<file path="src/rtl/uart_rx_fifo.sv">
// rtl/uart_rx_fifo.sv - oversampled UART receiver feeding a first-word fall-through result FIFO
// Define UART_RX_MAJORITY_EN for 2-of-3 voting on every data, parity and stop sample.
module uart_rx_fifo #(
   parameter int CLK_DIV    = 50,
   parameter int OVERSAMPLE = 8,
   parameter int DATA_BITS  = 8,
   parameter int FIFO_AW    = 2
) (
   input  logic                 clk,
   input  logic                 rst,
   input  logic                 rxd,
   input  logic                 parity_en,
   input  logic                 parity_odd,
   output logic                 m_valid,
   input  logic                 m_ready,
   output logic [DATA_BITS-1:0] m_data,
   output logic                 m_perr,
   output logic [FIFO_AW:0]     fifo_count,
   output logic                 frame_err,
   output logic                 overrun
);
   localparam int DIV_W = $clog2(CLK_DIV);
   localparam int OS_W  = $clog2(OVERSAMPLE);
   localparam int BIT_W = $clog2(DATA_BITS);
   localparam int CNT_W = FIFO_AW + 1;
   localparam int DEPTH = 1 << FIFO_AW;
`ifdef UART_RX_MAJORITY_EN
   localparam int SAMPLE_I = OVERSAMPLE / 2 + 1;
`else
   localparam int SAMPLE_I = OVERSAMPLE - 1;
`endif
   localparam logic [DIV_W-1:0] DIV_LAST  = DIV_W'(CLK_DIV - 1);
   localparam logic [OS_W-1:0]  OS_LAST   = OS_W'(OVERSAMPLE - 1);
   localparam logic [OS_W-1:0]  HALF_LAST = OS_W'(OVERSAMPLE / 2 - 1);
   localparam logic [OS_W-1:0]  SAMPLE_AT = OS_W'(SAMPLE_I);
   localparam logic [OS_W-1:0]  ENTRY     = OS_W'((SAMPLE_I + 1) % OVERSAMPLE);
   localparam logic [BIT_W-1:0] BITS_LAST = BIT_W'(DATA_BITS - 1);
   localparam logic [CNT_W-1:0] FULL_CNT  = CNT_W'(DEPTH);

   typedef enum logic [1:0] {IDLE, DATA, PARITY, STOP} state_t;

   logic                 rxd_meta_q, rxd_sync_q;
   logic [DIV_W-1:0]     div_q;
   logic                 tick, sample_now, sample_bit;
   state_t               state_q;
   logic                 armed_q, pen_q, podd_q, par_q, perr_q, push_q;
   logic [OS_W-1:0]      start_cnt_q, sample_cnt_q;
   logic [BIT_W-1:0]     bit_cnt_q;
   logic [DATA_BITS-1:0] shift_q;

   always_ff @(posedge clk) begin
      if (rst) begin
         rxd_meta_q <= 1'b1;
         rxd_sync_q <= 1'b1;
         div_q      <= '0;
      end else begin
         rxd_meta_q <= rxd;
         rxd_sync_q <= rxd_meta_q;
         div_q      <= (div_q == DIV_LAST) ? '0 : div_q + 1'b1;
      end
   end

   assign tick       = (div_q == DIV_LAST);
   assign sample_now = tick && (sample_cnt_q == SAMPLE_AT);

`ifdef UART_RX_MAJORITY_EN
   // Two earlier votes are held; the live synchronised value is the third.
   logic [1:0] vote_q;
   always_ff @(posedge clk) begin
      if (rst) begin
         vote_q <= '0;
      end else if (tick) begin
         if (sample_cnt_q == SAMPLE_AT - OS_W'(2)) vote_q[0] <= rxd_sync_q;
         if (sample_cnt_q == SAMPLE_AT - OS_W'(1)) vote_q[1] <= rxd_sync_q;
      end
   end
   assign sample_bit = (vote_q[0] & vote_q[1]) | (vote_q[0] & rxd_sync_q) | (vote_q[1] & rxd_sync_q);
`else
   assign sample_bit = rxd_sync_q;
`endif

   always_ff @(posedge clk) begin
      if (rst) begin
         state_q      <= IDLE;
         armed_q      <= 1'b1;
         start_cnt_q  <= '0;
         sample_cnt_q <= '0;
         bit_cnt_q    <= '0;
         shift_q      <= '0;
         pen_q        <= 1'b0;
         podd_q       <= 1'b0;
         par_q        <= 1'b0;
         perr_q       <= 1'b0;
         push_q       <= 1'b0;
         frame_err    <= 1'b0;
      end else begin
         push_q    <= 1'b0;
         frame_err <= 1'b0;
         if (tick && state_q != IDLE)
            sample_cnt_q <= (sample_cnt_q == OS_LAST) ? '0 : sample_cnt_q + 1'b1;
         case (state_q)
            IDLE: begin
               if (rxd_sync_q) armed_q <= 1'b1;
               if (tick) begin
                  if (armed_q && !rxd_sync_q) begin
                     if (start_cnt_q == HALF_LAST) begin
                        state_q      <= DATA;
                        start_cnt_q  <= '0;
                        sample_cnt_q <= ENTRY;
                        bit_cnt_q    <= '0;
                        par_q        <= 1'b0;
                        perr_q       <= 1'b0;
                        pen_q        <= parity_en;
                        podd_q       <= parity_odd;
                     end else begin
                        start_cnt_q <= start_cnt_q + 1'b1;
                     end
                  end else begin
                     start_cnt_q <= '0;
                  end
               end
            end
            DATA: if (sample_now) begin
               shift_q <= {sample_bit, shift_q[DATA_BITS-1:1]};
               par_q   <= par_q ^ sample_bit;
               if (bit_cnt_q == BITS_LAST) state_q <= pen_q ? PARITY : STOP;
               else                        bit_cnt_q <= bit_cnt_q + 1'b1;
            end
            PARITY: if (sample_now) begin
               perr_q  <= par_q ^ sample_bit ^ podd_q;
               state_q <= STOP;
            end
            STOP: if (sample_now) begin
               if (sample_bit) begin
                  push_q <= 1'b1;
               end else begin
                  frame_err <= 1'b1;
                  armed_q   <= 1'b0;
               end
               state_q <= IDLE;
            end
            default: state_q <= IDLE;
         endcase
      end
   end

   logic [FIFO_AW:0]   wr_ptr_q, rd_ptr_q;
   logic [DATA_BITS:0] mem_q [DEPTH];
   logic [DATA_BITS:0] head;
   logic               pop, full, wr_en;

   assign fifo_count = wr_ptr_q - rd_ptr_q;
   assign m_valid    = (fifo_count != '0);
   assign full       = (fifo_count == FULL_CNT);
   assign pop        = m_valid && m_ready;
   assign wr_en      = push_q && (!full || pop);
   assign head       = mem_q[rd_ptr_q[FIFO_AW-1:0]];
   assign m_data     = m_valid ? head[DATA_BITS-1:0] : '0;
   assign m_perr     = m_valid & head[DATA_BITS];

   always_ff @(posedge clk) begin
      if (rst) begin
         wr_ptr_q <= '0;
         rd_ptr_q <= '0;
         overrun  <= 1'b0;
      end else begin
         overrun <= push_q && full && !pop;
         if (wr_en) wr_ptr_q <= wr_ptr_q + 1'b1;
         if (pop)   rd_ptr_q <= rd_ptr_q + 1'b1;
      end
   end

   always_ff @(posedge clk) begin
      if (wr_en) mem_q[wr_ptr_q[FIFO_AW-1:0]] <= {perr_q, shift_q};
   end
endmodule

</file>
<file path="config.mk">
export PLATFORM = sky130hd
export DESIGN_NAME = uart_rx_fifo
export DESIGN_NICKNAME = d
export VERILOG_FILES = /design/src/rtl/uart_rx_fifo.sv
export SDC_FILE = /design/constraint.sdc
export NUM_CORES = 1
export LEC_CHECK = 0
export CAP_MARGIN = 10
export CORE_MARGIN = 2
export CORE_UTILIZATION = 40
export DETAILED_ROUTE_END_ITERATION = 6
export SYNTH_ARGS = -nofsm -noshare
export SYNTH_HDL_FRONTEND = slang
export SYNTH_SLANG_ARGS = --single-unit
</file>
<file path="constraint.sdc">
create_clock -name clk -period 2.8 [get_ports clk]
set_input_delay 0.56 -clock clk [delete_from_list [all_inputs] [get_ports clk]]
set_output_delay 0.56 -clock clk [all_outputs]
set_load 0.02 [all_outputs]
</file>
==> impl_metrics.py, run 1 <==
metrics = {
    "run_status": {
        "status": "finished clean",
    },
    "synthesis": {
        "synth-edff-count": 36,
        "postSynthAreaPerCell_um2": 12.5,
        "yosys_warnings": 0,
        "syn_inst": 275,
        "synth_nets": 299,
        "ys_seq_area_share_pct": 56.5,
        "synthArstFlopShare_pct": 0,
        "synth_top_flop_cell": "dfxtp_1",
        "synth_seq_cells": 79,
        "netlist_area_um2": 3440,
        "synth_cell_types": 49,
    },
    "setup_path": {
        "worstPathCellList": "inv_1 > ha_1 > fa_2 > xor3_2 > nor2_4 > buf_6 > nor2b_1 > clkdlybuf4s15_2",
        "crit_buf_inv": 3,
        "crit_required_ns": 2.24,
        "max_stage_delay_ns": 0.34,
        "r2r_cells": 8,
        "reg2reg_slack_ns": 0.40,
        "cp-end-kind": "output port",
        "path_delay_family": "adder cells",
        "slowest_stage": "fa_2",
        "r2r_end": "mem_q[1][7]",
        "arrival_ns": 2.14,
        "r2r_start": "wr_ptr_q[0]",
        "worst_setup_path_start_kind": "flop",
        "crit_type": "reg2out",
        "critical_path.max_fanout": 9,
    },
    "floorplan": {
        "pin_count": 21,
        "coreArea_um2": 8260,
        "placementRows": 33,
        "dieWidth_um": 96.7,
        "die_y_um": 96.7,
        "die_area_um2": 9360,
        "initial_core_util_pct": 41.7,
    },
    "grt": {
        "grt_use_total_pct": 13.7,
        "gr-total-overflow": 0,
        "grt_max_degree": 23,
        "antenna_found_initial": 0,
        "grt_pass1_vias": 2122,
        "grt_pass1_wl_mm": 10.0,
    },
    "timing": {
        "tns_ns": 0,
        "rsz0062_at_grt": "no",
        "hold_slack_ns": 0.425,
        "fmax_mhz": 370,
        "final.setup_skew_ns": 0.00537,
        "drv_slew": 0,
        "slew_headroom_pct": 61.0,
        "fin_crit_sh_pct": 96.4,
        "hold_viol": 0,
        "tightest_slew_ns": 0.583,
        "setup_viol": 0,
        "min_period_ns": 2.70,
    },
    "cells_and_area": {
        "drive_gt1_share_pct": 19.3,
        "fin_cells": 421,
        "final_core_utilization_pct": 48.6,
        "area.growth.synth_to_final_pct": 16.6,
        "diodes": 0,
        "nets": 335,
        "nFillCells": 767,
    },
    "clock_network": {
        "clock-sinks": 79,
        "cts_hold_buf": 0,
        "cts.path.max_buffers": 2,
        "cts.clk_slew.worst_paths_ns": 0.08,
        "clk_latency_ns": 0.35,
        "htreeDepth": 3,
        "clockRootBuffer": "clkbuf_8",
        "cts_buffers": 9,
        "cts_tree": "done",
    },
    "placed_design": {
        "dp_cells": 403,
        "gp_congestion": 0.765,
        "io_buffer_count": 20,
        "dp_hpwl_mm": 4.02,
    },
    "worst_hold_path": {
        "hold_depth": 1,
        "hold_end": "rxd_sync_q",
        "min_path_type": "reg2reg",
        "hp-start": "rxd_meta_q",
    },
    "routing": {
        "dr.pass1.iters": 5,
        "drtIter0Drc": 77,
        "vias": 2111,
        "drtAntennaViolNets": 0,
        "wire_per_inst_um": 14.1,
        "drt-total-wl_mm": 5.92,
        "viasPerCell": 5.01,
        "route.detailed.drc": 0,
    },
    "pwr": {
        "power.density_nw_per_um2": 681,
        "totalPowerFinal_mw": 2.73,
        "ir_worst_vdd_v": 0.000267,
        "p_leak_nw": 1.54,
    },
    "run": {
        "maxCapViolations": 0,
    },
}
kinds of logic after synthesis:
kind of cell	count (synthesis)	share of synthesized area (%)
XOR/XNOR	11	3.24
multiplexers	23	9.97
buffers and inverters	24	3.71
adder cells (fa/ha/maj)	18	6.77
flip-flops	79	56.5
AND/OR/NAND/NOR	88	13.6
AO/OA/AOI/OAI	32	6.26
per-stage QoR:
step           area [µm²]  setup slack (ns)
6_report             4010             0.100
5_1_grt              4010          0.000155
4_1_cts              4020           -0.0484
3_5_place_dp         3800            -0.245
3_3_place_gp         3800            -0.194
2_1_floorplan        3440             0.246
per-layer routing:
layer / track usage (%) / up-vias / routed length [µm] / part of all wire (%)
li1: - / 1056 / - / -
met1: 15.8 / 1014 / 2670 / 45
met2: 24.0 / 32 / 2950 / 50
met3: 3.03 / 9 / 181 / 3.1
met4: 6.83 / 0 / 115 / 1.9
met5: 0 / - / 0 / 0
synthesized netlist by cell type (all sizes together) (3+ instances only):
master / number / area (µm²)
nor2: 34 / 128
a22oi: 3 / 22.5
nand4: 4 / 25.0
mux2i: 14 / 140
edfxtp: 36 / 1080
clkbuf: 9 / 35.0
ha: 17 / 213
nand2b: 4 / 25.0
xor2: 4 / 35.0
dfxtp: 43 / 861
nand3: 9 / 45.0
inv: 12 / 45.0
a21oi: 10 / 50.1
nand2: 8 / 30.0
and2: 4 / 25.0
mux4: 9 / 203
o211ai: 3 / 22.5
o21ai: 5 / 25.0
or2: 3 / 18.8
nor2b: 9 / 56.3
xnor2: 6 / 52.6
nor3: 4 / 31.3
worst max-delay path by stage:
stage                     end   startpoint  cells past startpoint  slack, ns
floorplan           m_data[0]  wr_ptr_q[0]                      6       0.25
global placement       m_perr  wr_ptr_q[0]                      7      -0.19
detailed placement     m_perr  wr_ptr_q[0]                      7      -0.24
CTS                    m_perr  wr_ptr_q[0]                      7      -0.05
global route        m_data[7]  wr_ptr_q[0]                      8     0.0002
finish              m_data[7]  wr_ptr_q[0]                      8       0.10
cell type report:
cell class                      instances  area (µm²)  share of cell area (%)
Multi-Input combinational cell        172        1380                    34.5
Tap cell                              105         131                    3.28
Timing Repair Buffer                   37         295                    7.36
Clock inverter                          6        86.3                    2.15
Inverter                               12        45.0                    1.12
Sequential cell                        79        1940                    48.4
Clock buffer                           10         128                    3.18
power breakdown:
| group | internal (mW) | total, mW | switching [mW] |
|---|---|---|---|
| clock network | 0.500 | 0.904 | 0.404 |
| logic | 0.279 | 0.588 | 0.309 |
| registers | 1.21 | 1.24 | 0.0278 |
layout by cell type, fill, tap and decap left out, drive strengths merged, types with 2 or more instances in the layout:
| master | count |
|---|---|
| dfxtp | 43 |
| edfxtp | 36 |
| nor2 | 34 |
| clkbuf | 18 |
| ha | 17 |
| buf | 17 |
| mux2i | 14 |
| inv | 12 |
| a21oi | 10 |
| mux4 | 9 |
| nor2b | 9 |
| nand3 | 9 |
| clkdlybuf4s50 | 8 |
| nand2 | 8 |
| xnor2 | 6 |
| o21ai | 5 |
| nand4 | 4 |
| nand2b | 4 |
| xor2 | 4 |
| and2 | 4 |
| nor3 | 4 |
| o211ai | 3 |
| a22oi | 3 |
| or2 | 3 |
| clkinv | 3 |
| a31oi | 2 |
| o21a | 2 |
| or3b | 2 |
| bufinv | 2 |
| clkdlybuf4s15 | 2 |
| nor3b | 2 |
timing repair:
| action | 4_1_cts | 5_1_grt |
|---|---|---|
| pin swaps | 1 | 1 |
| gates resized for setup | 24 | 14 |
| buffers inserted | 0 | 2 |
| setup endpoints to repair | 11 | 11 |
flip-flops by register name (all words and copies together), names as in the netlist, named ones only:
register,flops
mem_q,36
shift_q,8
div_q,6
bit_cnt_q,3
rd_ptr_q,3
sample_cnt_q,3
start_cnt_q,3
wr_ptr_q,3
state_q,2
armed_q,1
frame_err,1
overrun,1
par_q,1
pen_q,1
perr_q,1
podd_q,1
push_q,1
rxd_meta_q,1
rxd_sync_q,1
Power figures use the tool's default switching activity.
==> inputs of run 2 (changes only) <==
--- a/config.mk
+++ b/config.mk
@@ -6,9 +6,12 @@
 export NUM_CORES = 1
 export LEC_CHECK = 0
 export CAP_MARGIN = 10
-export CORE_MARGIN = 2
+export CELL_PAD_IN_SITES_DETAIL_PLACEMENT = 1
+export CELL_PAD_IN_SITES_GLOBAL_PLACEMENT = 1
+export CORE_MARGIN = 4
 export CORE_UTILIZATION = 40
 export DETAILED_ROUTE_END_ITERATION = 6
+export PLACE_DENSITY_LB_ADDON = 0.1
 export SYNTH_ARGS = -nofsm -noshare
 export SYNTH_HDL_FRONTEND = slang
 export SYNTH_SLANG_ARGS = --single-unit
==> run 2 against run 1 <==
Net effect:
- power is 2.4% higher
- first-iteration DRC count is 43% lower
- global-route usage is 0.52 points higher
- clock power is 0.8% higher
- core utilization is 0.26 points higher
- combinational power is 11% higher
- via count is 1.7% higher
- cell area is 1.0% higher
- maximum frequency is 1.4% higher
- clock skew is 0.0027 ns higher
- final cell count is 0.71% higher
==> impl_metrics.py, run 2 (same netlist as run 1, synthesis figures left out) <==
metrics = {
    "grt": {
        "grt_pass1_vias": 2219,
        "grt_pass1_wl_mm": 11.0,
        "grt_max_degree": 18,
        "grt_use_total_pct": 14.2,
        "gr-total-overflow": 0,
        "antenna_found_initial": 0,
    },
    "cells_and_area": {
        "area.growth.synth_to_final_pct": 17.8,
        "drive_gt1_share_pct": 21.0,
        "nFillCells": 853,
        "final_core_utilization_pct": 48.8,
        "diodes": 0,
        "fin_cells": 424,
        "nets": 338,
        "final_common_cell": "dfxtp_1",
        "layout_common_cells": "dfxtp_1 (42), edfxtp_1 (36), nor2_1 (33)",
        "largest_register_ffs": 36,
    },
    "timing": {
        "hold_viol": 0,
        "fin_crit_sh_pct": 95.1,
        "drv_slew": 0,
        "rsz0062_at_grt": "no",
        "setup_viol": 0,
        "fmax_mhz": 376,
        "tightest_slew_ns": 0.678,
        "final.setup_skew_ns": 0.00804,
        "slew_headroom_pct": 54.6,
        "min_period_ns": 2.66,
    },
    "floorplan": {
        "die_y_um": 101,
        "coreArea_um2": 8300,
        "initial_core_util_pct": 41.4,
        "dieWidth_um": 101,
        "placementRows": 33,
        "pin_count": 21,
        "die_area_um2": 10100,
    },
    "clock_network": {
        "cts_tree": "done",
        "cts.clk_slew.worst_paths_ns": 0.08,
        "clk_latency_ns": 0.34,
        "clock-sinks": 79,
        "htreeDepth": 3,
        "cts_buffers": 9,
        "clockRootBuffer": "clkbuf_8",
        "cts.path.max_buffers": 2,
        "cts_hold_buf": 0,
    },
    "setup_path": {
        "slowest_stage": "fa_2",
        "path_delay_family": "adder cells",
        "crit_buf_inv": 2,
        "arrival_ns": 2.10,
        "worst_setup_path_start_kind": "flop",
        "crit_type": "reg2out",
        "crit_required_ns": 2.24,
        "critical_path.max_fanout": 4,
        "worstPathCellList": "inv_1 > ha_2 > fa_2 > nand2_2 > nor2_4 > nor2b_1 > clkdlybuf4s15_2",
        "cp-end-kind": "output port",
        "max_stage_delay_ns": 0.55,
    },
    "routing": {
        "dr.pass1.iters": 4,
        "wire_per_inst_um": 15.7,
        "drtIter0Drc": 44,
        "route.detailed.drc": 0,
        "viasPerCell": 5.06,
        "drtAntennaViolNets": 0,
        "drt-total-wl_mm": 6.66,
        "vias": 2146,
    },
    "pwr": {
        "ir_worst_vdd_v": 0.000204,
        "p_leak_nw": 1.55,
        "power.density_nw_per_um2": 691,
        "totalPowerFinal_mw": 2.80,
    },
    "placed_design": {
        "dp_cells": 403,
        "gp_congestion": 0.743,
        "dp_hpwl_mm": 4.63,
        "io_buffer_count": 20,
    },
    "worst_hold_path": {
        "min_path_type": "reg2reg",
    },
    "run_status": {
        "status": "finished clean",
    },
    "run": {
        "maxCapViolations": 0,
    },
}
## run 2: cell count changes in the layout (fill, tap and decap cells not counted), sizes merged
cell and delta:
buf +10, clkbuf -8, clkdlybuf4s15 +1, dlygate4sd2 -1, nor2 +1
## run 2: per-layer routing
metal | part of all wire (%) | global-route usage, % | vias up
met3 | 2.9 | 3.32 | 4
met5 | 0 | 0 | -
met4 | 0.71 | 5.60 | 0
met1 | 45 | 16.9 | 1062
li1 | - | - | 1058
met2 | 51 | 24.9 | 22
## run 2: path summary, 6_finish.rpt
path	start	to	slack, ns	cells past startpoint
min	rxd_meta_q	rxd_sync_q	0.42	1
max reg2reg	wr_ptr_q[0]	mem_q[1][0]	0.30	9
max	wr_ptr_q[0]	m_data[3]	0.14	7
min reg2reg	rxd_meta_q	rxd_sync_q	0.42	1
## run 2: layout make-up
cell class / count / area, µm² / area share [%]
sequential: 79 / 1940 / 47.9
multi-input combinational: 173 / 1400 / 34.5
timing repair buffer: 39 / 322 / 7.93
tap: 105 / 131 / 3.24
clock buffer: 10 / 128 / 3.15
clock inverter: 6 / 86.3 / 2.13
inverter: 12 / 45.0 / 1.11
## run 2: timing repair
action / in CTS / in global routing
pin swaps: 4 / 1
buffers inserted: 4 / 0
setup endpoints to repair: 12 / 20
resized for setup: 53 / 1
endpoints found under the hold margin: 0 / 0
gates cloned: 1 / 0
## run 2: stage by stage
stage                     setup TNS (ns)  hold WS, ns  setup WS (ns)  cell area (µm²)
after floorplan                        0        0.389          0.246             3440
after global placement             -1.63        0.404         -0.175             3800
after detailed placement           -2.01        0.397         -0.214             3800
after CTS                              0        0.422        0.00355             4050
after global routing                   0        0.434         0.0168             4050
final                                  0        0.418          0.138             4050
## run 2: where the power goes
part	switching [mW]	internal (mW)	leakage [nW]
sequential	0.0216	1.21	0.682
combinational	0.349	0.306	0.764
clock	0.410	0.501	0.106
==> inputs of run 3 (changes only) <==
--- a/config.mk
+++ b/config.mk
@@ -8,6 +8,7 @@
 export CAP_MARGIN = 10
 export CELL_PAD_IN_SITES_DETAIL_PLACEMENT = 1
 export CELL_PAD_IN_SITES_GLOBAL_PLACEMENT = 1
+export CORE_ASPECT_RATIO = 1.2
 export CORE_MARGIN = 4
 export CORE_UTILIZATION = 40
 export DETAILED_ROUTE_END_ITERATION = 6
==> run 3 against run 2 <==
Net effect:
- core utilization grew 0.46 points
- wire length shrank 1.1%
- setup slack lost 0.094 ns
- final cell count grew 1.7%
- critical path depth grew 1
- die area is essentially flat
- combinational power shrank 5.7%
==> impl_metrics.py, run 3 (same netlist as run 1, synthesis figures left out) <==
metrics = {
    "pwr": {
        "totalPowerFinal_mw": 2.85,
        "ir_worst_vdd_v": 0.000308,
        "power.density_nw_per_um2": 702,
        "p_leak_nw": 1.54,
    },
    "grt": {
        "grt_max_degree": 17,
        "gr-total-overflow": 0,
        "busiest_layer": "met2",
        "grtUsageMet1_pct": 16.5,
        "grt_pass1_vias": 2286,
        "grt_use_total_pct": 14.6,
        "use_met2_pct": 26.3,
        "grt_pass1_wl_mm": 11.3,
        "antenna_found_initial": 0,
        "use_met3_pct": 2.33,
    },
    "floorplan": {
        "placementRows": 36,
        "pin_count": 21,
        "initial_core_util_pct": 41.7,
        "dieWidth_um": 92.7,
        "die_y_um": 110,
        "coreArea_um2": 8240,
        "die_area_um2": 10200,
    },
    "cells_and_area": {
        "final_common_cell": "dfxtp_1",
        "nets": 336,
        "layout_common_cells": "dfxtp_1 (43), edfxtp_1 (36), nor2_1 (33)",
        "largest_register_ffs": 36,
        "diodes": 0,
        "area.growth.synth_to_final_pct": 18.1,
        "final_core_utilization_pct": 49.3,
        "drive_gt1_share_pct": 18.9,
    },
    "clock_network": {
        "clk_latency_ns": 0.35,
        "cts.clk_slew.worst_paths_ns": 0.08,
        "cts_tree": "done",
        "cts.path.max_buffers": 2,
        "clockRootBuffer": "clkbuf_8",
        "htreeDepth": 3,
        "cts_buffers": 9,
        "clock-sinks": 79,
    },
    "setup_path": {
        "crit_required_ns": 2.24,
        "arrival_ns": 2.20,
        "r2r_cells": 8,
        "r2r_start": "wr_ptr_q[0]",
        "reg2reg_slack_ns": 0.40,
        "cp-end-kind": "output port",
        "r2r_end": "mem_q[1][0]",
        "crit_type": "reg2out",
        "critical_path.max_fanout": 10,
        "worst_setup_path_start_kind": "flop",
    },
    "placed_design": {
        "io_buffer_count": 20,
        "gp_congestion": 0.718,
        "post-place-ws_ns": -0.232,
        "dp_hpwl_mm": 4.67,
    },
    "timing": {
        "fin_crit_sh_pct": 98.4,
        "final.setup_skew_ns": 0.0100,
        "setup_viol": 0,
        "fmax_mhz": 363,
        "drv_slew": 0,
        "timing.final.ws_setup_ns": 0.0442,
        "slew_headroom_pct": 57.1,
        "min_period_ns": 2.76,
        "hold_viol": 0,
        "tightest_slew_ns": 0.641,
    },
    "routing": {
        "drtAntennaViolNets": 0,
        "wire_per_inst_um": 15.3,
        "drtIter0Drc": 84,
        "viasPerCell": 4.92,
        "vias": 2122,
        "dr.pass1.iters": 3,
        "drt-total-wl_mm": 6.59,
        "route.detailed.drc": 0,
    },
    "run_status": {
        "status": "finished clean",
    },
    "worst_hold_path": {
        "hold_depth": 1,
        "hp-start": "rxd_meta_q",
        "min_path_type": "reg2reg",
        "hold_end": "rxd_sync_q",
    },
    "run": {
        "maxCapViolations": 0,
    },
}
run 3: layout make-up:
class | instances | area, µm²
clock buffer | 10 | 128
clock inverter | 6 | 110
tap | 114 | 143
timing repair buffer | 38 | 314
multi-input combinational | 172 | 1380
inverter | 12 | 45.0
sequential | 79 | 1940
fill | 875 | 4180
run 3: metrics by stage:
| stage | std cells | setup TNS (ns) | hold WS [ns] | cell area [µm²] |
|---|---|---|---|---|
| after global placement | 414 | -1.46 | 0.392 | 3830 |
| after CTS | 431 | 0 | 0.421 | 4100 |
| after global routing | 431 | -0.115 | 0.437 | 4060 |
| after floorplan | 275 | 0 | 0.389 | 3440 |
| after detailed placement | 414 | -2.19 | 0.400 | 3830 |
| final | 431 | 0 | 0.419 | 4060 |
run 3: worst max-delay path, stage by stage (launching register included):
cell	delay, ns
dfxtp_1	0.34
inv_1	0.07
ha_1	0.21
fa_1	0.39
xor3_2	0.29
nor2_4	0.13
buf_12	0.13
nor2b_1	0.04
clkdlybuf4s15_2	0.24
run 3: layer usage:
layer	vias up	share of wire, %
met1	1036	44
met5	-	0
met2	20	52
met3	11	2.6
met4	0	2.3
li1	1055	-
run 3: power breakdown:
group	leakage (nW)	internal [mW]	total [mW]	switching, mW
logic	0.749	0.291	0.617	0.326
clock network	0.114	0.591	1.00	0.411
registers	0.681	1.21	1.23	0.0211
total	1.54	2.09	2.85	0.758
run 3: what timing repair did:
item / CTS / global route
gates resized for setup: 32 / 10
setup buffers: 1 / 0
hold buffers: 0 / 0
pin swaps: 1 / 0
endpoints found under the setup margin: 12 / 10
run 3: worst max path at each step:
stage / endpoint / depth (start not counted) / slack [ns] / startpoint
after global placement: m_perr / 7 / -0.17 / wr_ptr_q[0]
after floorplan: m_data[0] / 6 / 0.25 / wr_ptr_q[0]
final: m_data[1] / 8 / 0.04 / wr_ptr_q[0]
after CTS: m_perr / 8 / 0.01 / wr_ptr_q[0]
after detailed placement: m_perr / 7 / -0.23 / wr_ptr_q[0]
after global routing: m_data[2] / 8 / -0.04 / wr_ptr_q[0]
